<file path="src/rtl/cic_pkg.sv">
// Shared types and default sizing for the CIC decimator control slice.
package cic_pkg;

    localparam int unsigned CIC_N_STAGES = 3;
    localparam int unsigned CIC_RATE_W   = 8;

    typedef enum logic [1:0] {
        ST_IDLE  = 2'd0,
        ST_FLUSH = 2'd1,
        ST_RUN   = 2'd2
    } cic_state_e;

endpackage

</file>
<file path="src/rtl/cic_mod_counter.sv">
// Modulo counter: counts enabled cycles 0..mod-1 and flags the wrapping cycle.
module cic_mod_counter #(
    parameter int unsigned W = 8
) (
    input  logic         i_clk,
    input  logic         i_rst,
    input  logic         i_en,
    input  logic         i_clr,
    input  logic [W-1:0] i_mod,
    output logic         o_wrap
);

    logic [W-1:0] r_count;
    logic         w_last;

    assign w_last = (r_count == (i_mod - W'(1)));
    assign o_wrap = i_en && w_last;

    // Count enabled cycles; clear has priority over counting.
    always_ff @(posedge i_clk) begin
        if (i_rst || i_clr) begin
            r_count <= '0;
        end else if (i_en) begin
            r_count <= w_last ? '0 : r_count + W'(1);
        end
    end

endmodule

</file>
<file path="src/rtl/cic_decim_ctrl.sv">
// Control sequencer for a CIC decimator: flush, decimation timing, warm-up
// masking and output handshake. Carries no sample data.
module cic_decim_ctrl
    import cic_pkg::*;
#(
    parameter int unsigned N_STAGES = CIC_N_STAGES,
    parameter int unsigned RATE_W   = CIC_RATE_W
) (
    input  logic              i_clk,
    input  logic              i_rst,
    input  logic              i_start,
    input  logic              i_stop,
    input  logic [RATE_W-1:0] i_rate,
    input  logic              i_sample_valid,
    output logic              o_int_en,
    output logic              o_int_rst,
    output logic              o_comb_en,
    output logic              o_comb_rst,
    output logic              o_out_valid,
    input  logic              i_out_ready,
    output logic              o_busy,
    output logic              o_overrun
);

    localparam int unsigned FL_W = (N_STAGES > 1) ? $clog2(N_STAGES) : 1;
    localparam int unsigned WM_W = $clog2(N_STAGES + 1);

    cic_state_e        r_state;
    cic_state_e        w_next;
    logic [FL_W-1:0]   r_flush_cnt;
    logic [WM_W-1:0]   r_warm;
    logic [RATE_W-1:0] r_rate;
    logic              r_out_valid;
    logic              r_overrun;

    logic w_start;
    logic w_abort;
    logic w_accept;
    logic w_wrap;
    logic w_warm;
    logic w_set_valid;
    logic w_cnt_clr;

    assign w_start     = (r_state == ST_IDLE) && i_start && !i_stop;
    assign w_abort     = (r_state != ST_IDLE) && i_stop;
    assign w_accept    = (r_state == ST_RUN) && i_sample_valid && !i_rst;
    assign w_cnt_clr   = w_start || w_abort;
    assign w_warm      = (r_warm == WM_W'(N_STAGES));
    assign w_set_valid = w_wrap && w_warm;

    assign o_busy      = (r_state != ST_IDLE);
    assign o_out_valid = r_out_valid;
    assign o_overrun   = r_overrun;

    cic_mod_counter #(
        .W (RATE_W)
    ) u_dec_cnt (
        .i_clk  (i_clk),
        .i_rst  (i_rst),
        .i_en   (w_accept),
        .i_clr  (w_cnt_clr),
        .i_mod  (r_rate),
        .o_wrap (w_wrap)
    );

    // State register.
    always_ff @(posedge i_clk) begin
        if (i_rst) begin
            r_state <= ST_IDLE;
        end else begin
            r_state <= w_next;
        end
    end

    // Next state and chain enables/clears; reset forces everything quiet.
    always_comb begin
        w_next     = r_state;
        o_int_en   = 1'b0;
        o_int_rst  = 1'b0;
        o_comb_en  = 1'b0;
        o_comb_rst = 1'b0;
        case (r_state)
            ST_IDLE: begin
                if (i_start && !i_stop) w_next = ST_FLUSH;
            end
            ST_FLUSH: begin
                o_int_en   = 1'b1;
                o_int_rst  = 1'b1;
                o_comb_rst = 1'b1;
                if (i_stop) begin
                    w_next = ST_IDLE;
                end else if (r_flush_cnt == FL_W'(N_STAGES - 1)) begin
                    w_next = ST_RUN;
                end
            end
            ST_RUN: begin
                o_int_en  = i_sample_valid;
                o_comb_en = w_wrap;
                if (i_stop) w_next = ST_IDLE;
            end
            default: w_next = ST_IDLE;
        endcase
        if (i_rst) begin
            w_next     = ST_IDLE;
            o_int_en   = 1'b0;
            o_int_rst  = 1'b0;
            o_comb_en  = 1'b0;
            o_comb_rst = 1'b0;
        end
    end

    // Flush duration counter, only advances while flushing.
    always_ff @(posedge i_clk) begin
        if (i_rst || r_state != ST_FLUSH) begin
            r_flush_cnt <= '0;
        end else begin
            r_flush_cnt <= r_flush_cnt + FL_W'(1);
        end
    end

    // Latch the ratio on start, promoting 0 and 1 to 2.
    always_ff @(posedge i_clk) begin
        if (i_rst) begin
            r_rate <= '0;
        end else if (w_start) begin
            r_rate <= (i_rate < RATE_W'(2)) ? RATE_W'(2) : i_rate;
        end
    end

    // Warm-up: count comb pulses until the comb pipeline holds valid history.
    always_ff @(posedge i_clk) begin
        if (i_rst || w_cnt_clr) begin
            r_warm <= '0;
        end else if (w_wrap && !w_warm) begin
            r_warm <= r_warm + WM_W'(1);
        end
    end

    // Output valid handshake; a new result while one is pending flags overrun.
    always_ff @(posedge i_clk) begin
        if (i_rst) begin
            r_out_valid <= 1'b0;
            r_overrun   <= 1'b0;
        end else if (w_cnt_clr) begin
            r_out_valid <= 1'b0;
            if (w_start) r_overrun <= 1'b0;
        end else if (w_set_valid) begin
            r_out_valid <= 1'b1;
            if (r_out_valid && !i_out_ready) r_overrun <= 1'b1;
        end else if (r_out_valid && i_out_ready) begin
            r_out_valid <= 1'b0;
        end
    end

endmodule

</file>
<file path="config.mk">
export PLATFORM = sky130hd
export DESIGN_NAME = cic_decim_ctrl
export DESIGN_NICKNAME = d
export VERILOG_FILES = /design/src/rtl/cic_pkg.sv /design/src/rtl/cic_mod_counter.sv /design/src/rtl/cic_decim_ctrl.sv
export SDC_FILE = /design/constraint.sdc
export NUM_CORES = 1
export LEC_CHECK = 0
export CAP_MARGIN = 0
export CORE_ASPECT_RATIO = 1.25
export CORE_MARGIN = 2
export CORE_UTILIZATION = 35
export CTS_CLUSTER_DIAMETER = 150
export DETAILED_ROUTE_END_ITERATION = 16
export HOLD_SLACK_MARGIN = 0.12
export SYNTH_ARGS = -nofsm -noshare
export SYNTH_HDL_FRONTEND = slang
export SYNTH_SLANG_ARGS = --single-unit
</file>
<file path="constraint.sdc">
create_clock -name i_clk -period 2.1 [get_ports i_clk]
set_input_delay 0.525 -clock i_clk [delete_from_list [all_inputs] [get_ports i_clk]]
set_output_delay 0.525 -clock i_clk [all_outputs]
set_load 0.02 [all_outputs]
</file>
Yosys cells after proc, flatten, opt, wreduce, memory -nomap -nowiden
Cells that the tools add are included.
- bits in writable memories: 0
- flip-flop bits (word level): 24
- bits in read-only memories: 0
- memories: 0
- input port bits: 14
- output and inout port bits: 7
- word-level logic and storage cells: 67
- latch bits: 0
- multiplexer cells: 19
- order comparisons: 1
- reduce and logical (&&, ||, !) cells: 26
- add/sub/neg operators: 4
- equal/unequal tests: 10
- shift-type cells: 0
- div/mod/pow operators: 0
- $mul: 0
- bitwise logic cells: 0
- operators by type and width (cell ; number):
    $mux W8 ; 2
    $logic_and A1 B1 Y1 ; 11
    $mux W1 ; 11
    $add A8 B1 Y8 const B ; 1
    $eq A8 B8 Y1 ; 1
    $lt A8 B2 Y1 const B ; 1
    $mux W2 ; 4
    $reduce_bool A2 Y1 ; 4
    $sub A8 B1 Y8 const B ; 1
    $eq A2 B2 Y1 const B ; 3
    $pmux W2 S3 ; 1
    $reduce_and A3 Y1 ; 2
    $add A2 B1 Y2 const B ; 2
    $logic_not A1 Y1 ; 4
    $ne A2 B1 Y1 const B ; 2
    $ne A2 B2 Y1 const B ; 2
    $logic_or A1 B1 Y1 ; 3
    $ne A3 B3 Y1 const B ; 1
    $eq A2 B1 Y1 const B ; 1
    $logic_not A2 Y1 ; 1
    $pmux W1 S2 ; 1
    $reduce_or A2 Y1 ; 1

Logic depth before layout (Yosys ltp)
- depth in word-level cells: 7
- depth in mapped cells: 9

By module
Synthesis repeated with hierarchy kept, for this count alone.
- cell total of the unflattened synthesis: 172
- area, all modules: 1492.7 um^2
- by module, submodules not included (module ; cells an instance ; seq. area each (um^2) ; times used ; area each (um^2)):
    cic_decim_ctrl ; 88 ; 320.3 ; 1 ; 770.7
    cic_mod_counter ; 84 ; 160.2 ; 1 ; 721.9

Worst setup path after synthesis
OpenSTA, ideal clock, no wires.
- path kind: reg2out
- start: register r_rate[0]
- end: output port o_comb_en
- data arrival time: 1.923 ns
- cell stages (with the launch flop): 6
- required time: 1.575 ns
- slack: -0.348 ns
- cell sequence: dfxtp_1 or4_4 nor4b_2 nor4bb_1 a211o_1 nor2_1
- longest elaborated chain between the ends: 5
- RTL lines (item ; RTL line ; RTL):
    from (decl) ; cic_decim_ctrl.sv:32 ; logic [RATE_W-1:0] r_rate;
    from (signal assigned) ; cic_decim_ctrl.sv:126 ; r_rate <= (i_rate < RATE_W'(2)) ? RATE_W'(2) : i_rate;
    $sub A8 B1 Y8 ; cic_mod_counter.sv:16 ; assign w_last = (r_count == (i_mod - W'(1)));
    $eq A8 B8 Y1 ; cic_mod_counter.sv:16 ;
    $logic_and A1 B1 Y1 ; cic_mod_counter.sv:17 ; assign o_wrap = i_en && w_last;
    $mux W1 ; cic_decim_ctrl.sv:82 ; case (r_state)
    $mux W1 ; cic_decim_ctrl.sv:103 ; if (i_rst) begin
    to (decl) ; cic_decim_ctrl.sv:17 ; output logic o_comb_en,
Every way passes these cells.

Final worst setup path
- start: register r_rate[2]
- end: output port o_comb_en
Same word-level chain as after synthesis.

==> out/metrics.yaml <==
cp-end-kind: "output pin"
io_buffers: 20
relSlewSlack: 0.688
grt_pass1_wl_um: 5490
synth_cell_type_count: 40
crit_required_ps: 1570
worstSetupPathType: "flip-flop to output pin"
antenna_cells: 0
outcome: "finished, violations left"
io_pins: 21
synth_top_area_frac: 0.359
start_util: 0.359
via_count: 1371
cp_top_family: "simple AND/OR/NAND/NOR gates"
syn-cell-area_um2: 1340
synth_mux_area_frac: 0.00748
fin_crit_sh: 1.23
post-route-cell-area_um2: 1980
async_flop_share: 0
die_y_um: 73.1
dpl.hpwl_um: 2660
fin_crit_ps: 2580
h-tree-depth: 1
synth_seq_cells: 24
cts_hold_buffers: 0
drc_errors: 0
max_slew.worst_pin.slew_ps: 465
p_total_mw: 1.10
routed_wl_um: 3390
syn2layout_area_growth_pct: 47.7
antenna_left: 0
synth_largest_area_cell: "dfxtp_1"
rows: 25
fmax_ghz: 0.387
yosys_most_used_dff: "dfxtp_1"
timing.hold.ws_ps: 423
synth_fa_ha_area_frac: 0.0655
avgViaCountPerCell: 5.27
synth_nets: 186
synth_top_family_by_area: "simple AND/OR/NAND/NOR gates"
slew_violations: 0
wl_per_cell_um: 13.0
synth_xor_area_frac: 0.0851
rsz0062_at_grt: "yes"
stdcell_count: 260
slowest_stage: "or4_4"
hold_viol: 0
cts_made_buffers: 3
clock_skew_ps: 9.42
synth.area.top_cells: "dfxtp_1, ha_1, nand2_1"
tns_ps: -1580
grt_pass1_vias: 1392
setup_viol: 10
grt_overflow: 0
grt_usage: 0.161
cp_cell_sequence: "or4_4 > nor4b_4 > nor4bb_2 > a211o_2 > nor2_4 > buf_6"
fp.coreArea_um2: 3720
synth_compound_area_frac: 0.138
cts.sinks: 24
violations: "setup timing"
insertion_delay_ps: 260
cts_buffer_depth: 2
nets: 243
fp.dieArea_um2: 4330
worstPathArrival_ps: 2060
die_w_um: 59.3
antenna_found_initial: 0
synth-edff-count: 0
power.density_nw_per_um2: 557
dp.cells: 255
gp_congestion: 0.836
seq_area_frac_synth: 0.359
hold_path_class: "flip-flop to flip-flop"
grt_max_degree: 13
startpoint_type: "flip-flop"
place_area_um2: 1850
root_buffer: "clkbuf_8"
cap_violations: 0
cpPeakStageDelay_ps: 580
leakagePower_nw: 0.800
first_pass_iters: 4
yosys.area_share.simple: 0.297
drtIter0Drc: 16
clkTransAtPathRegs_ps: 80
ir_drop_uv: 330
drive_above_1_share: 0.314
setup_ws_ps: -482
cts_tree: "yes"
synth_cells: 165
crit_buf_inv: 1
syn-mean-instance-area_um2: 8.11
critPathMaxFanout: 5
yosys_warnings: 0
==> synth_stat cells (2+ instances only) <==
library cell and n:
a21oi_1 15, a221oi_1 2, a31o_2 2, a31oi_1 2
clkbuf_1 6, dfxtp_1 24, ha_1 7, inv_1 9
nand2_1 21, nand3_1 6, nand3b_1 2, nand4_1 2
nand4b_1 3, nor2_1 18, nor2b_1 2, nor3_1 4
nor3b_1 4, nor4_1 2, or3b_2 2, xnor2_1 7
xor2_1 6
==> placed cells by master, fill, tap and decap left out, drive strengths merged, types with 3 or more instances in the layout <==
cell type	count
a21oi	15
buf	43
clkbuf	3
clkdlybuf4s50	14
dfxtp	24
ha	7
inv	9
nand2	21
nand3	6
nand4b	3
nor2	18
nor3	4
nor3b	4
xnor2	7
xor2	6
==> worst paths after layout <==
kind / slack [ps] / cells after the start / to / start
worst min-delay path: 420 / 1 / r_flush_cnt[0] / r_flush_cnt[0]
worst min register to register: 420 / 1 / r_flush_cnt[0] / r_flush_cnt[0]
worst max register to register: -320 / 8 / r_warm[0] / r_rate[2]
worst max-delay path: -480 / 6 / o_comb_en / r_rate[2]
==> logic make-up after synthesis <==
logic type / Yosys count
flops: 24
compound gates: 29
simple gates: 75
buf+inv: 16
fa+ha+maj: 7
xor+xnor: 13
mux: 1
==> sequential cells by signal, indices dropped and copies added (netlist names) <==
signal	flops
r_flush_cnt	2
u_dec_cnt.r_count	8
r_rate	8
o_out_valid	1
r_state	2
o_overrun	1
r_warm	2
==> power by group <==
group / leakage, nW / total [mW] / switching [mW] / internal (mW)
combinational: 0.583 / 0.341 / 0.165 / 0.176
sequential: 0.196 / 0.489 / 0.0134 / 0.476
clock: 0.0216 / 0.270 / 0.142 / 0.128
total: 0.800 / 1.10 / 0.320 / 0.780
==> repair_timing <==
item	CTS	global route
buffers inserted	2	2
gates resized for setup	25	15
endpoints found under the hold margin	0	0
pin swaps	6	4
endpoints found under the setup margin	12	14
==> layer usage <==
| metal | wire (um) | global-route usage |
|---|---|---|
| met4 | 33 | 0.0707 |
| met3 | 80 | 0.0177 |
| met5 | 0 | 0 |
| met2 | 1950 | 0.321 |
| met1 | 1330 | 0.159 |
==> through the flow <==
| step | setup WS, ps | util |
|---|---|---|
| after floorplan | -170 | - |
| after global placement | -700 | 0.496 |
| after detailed placement | -746 | 0.496 |
| after CTS | -540 | 0.515 |
| after global routing | -569 | 0.531 |
| final | -482 | 0.531 |
==> layout make-up <==
class                           count  area (um2)
Fill cell                         349        1750
Sequential cell                    24         484
Clock buffer                        3        41.3
Inverter                            9        33.8
Timing Repair Buffer               59         492
Multi-Input combinational cell    125         875
Tap cell                           40        50.0
Power figures use the tool's default switching activity.
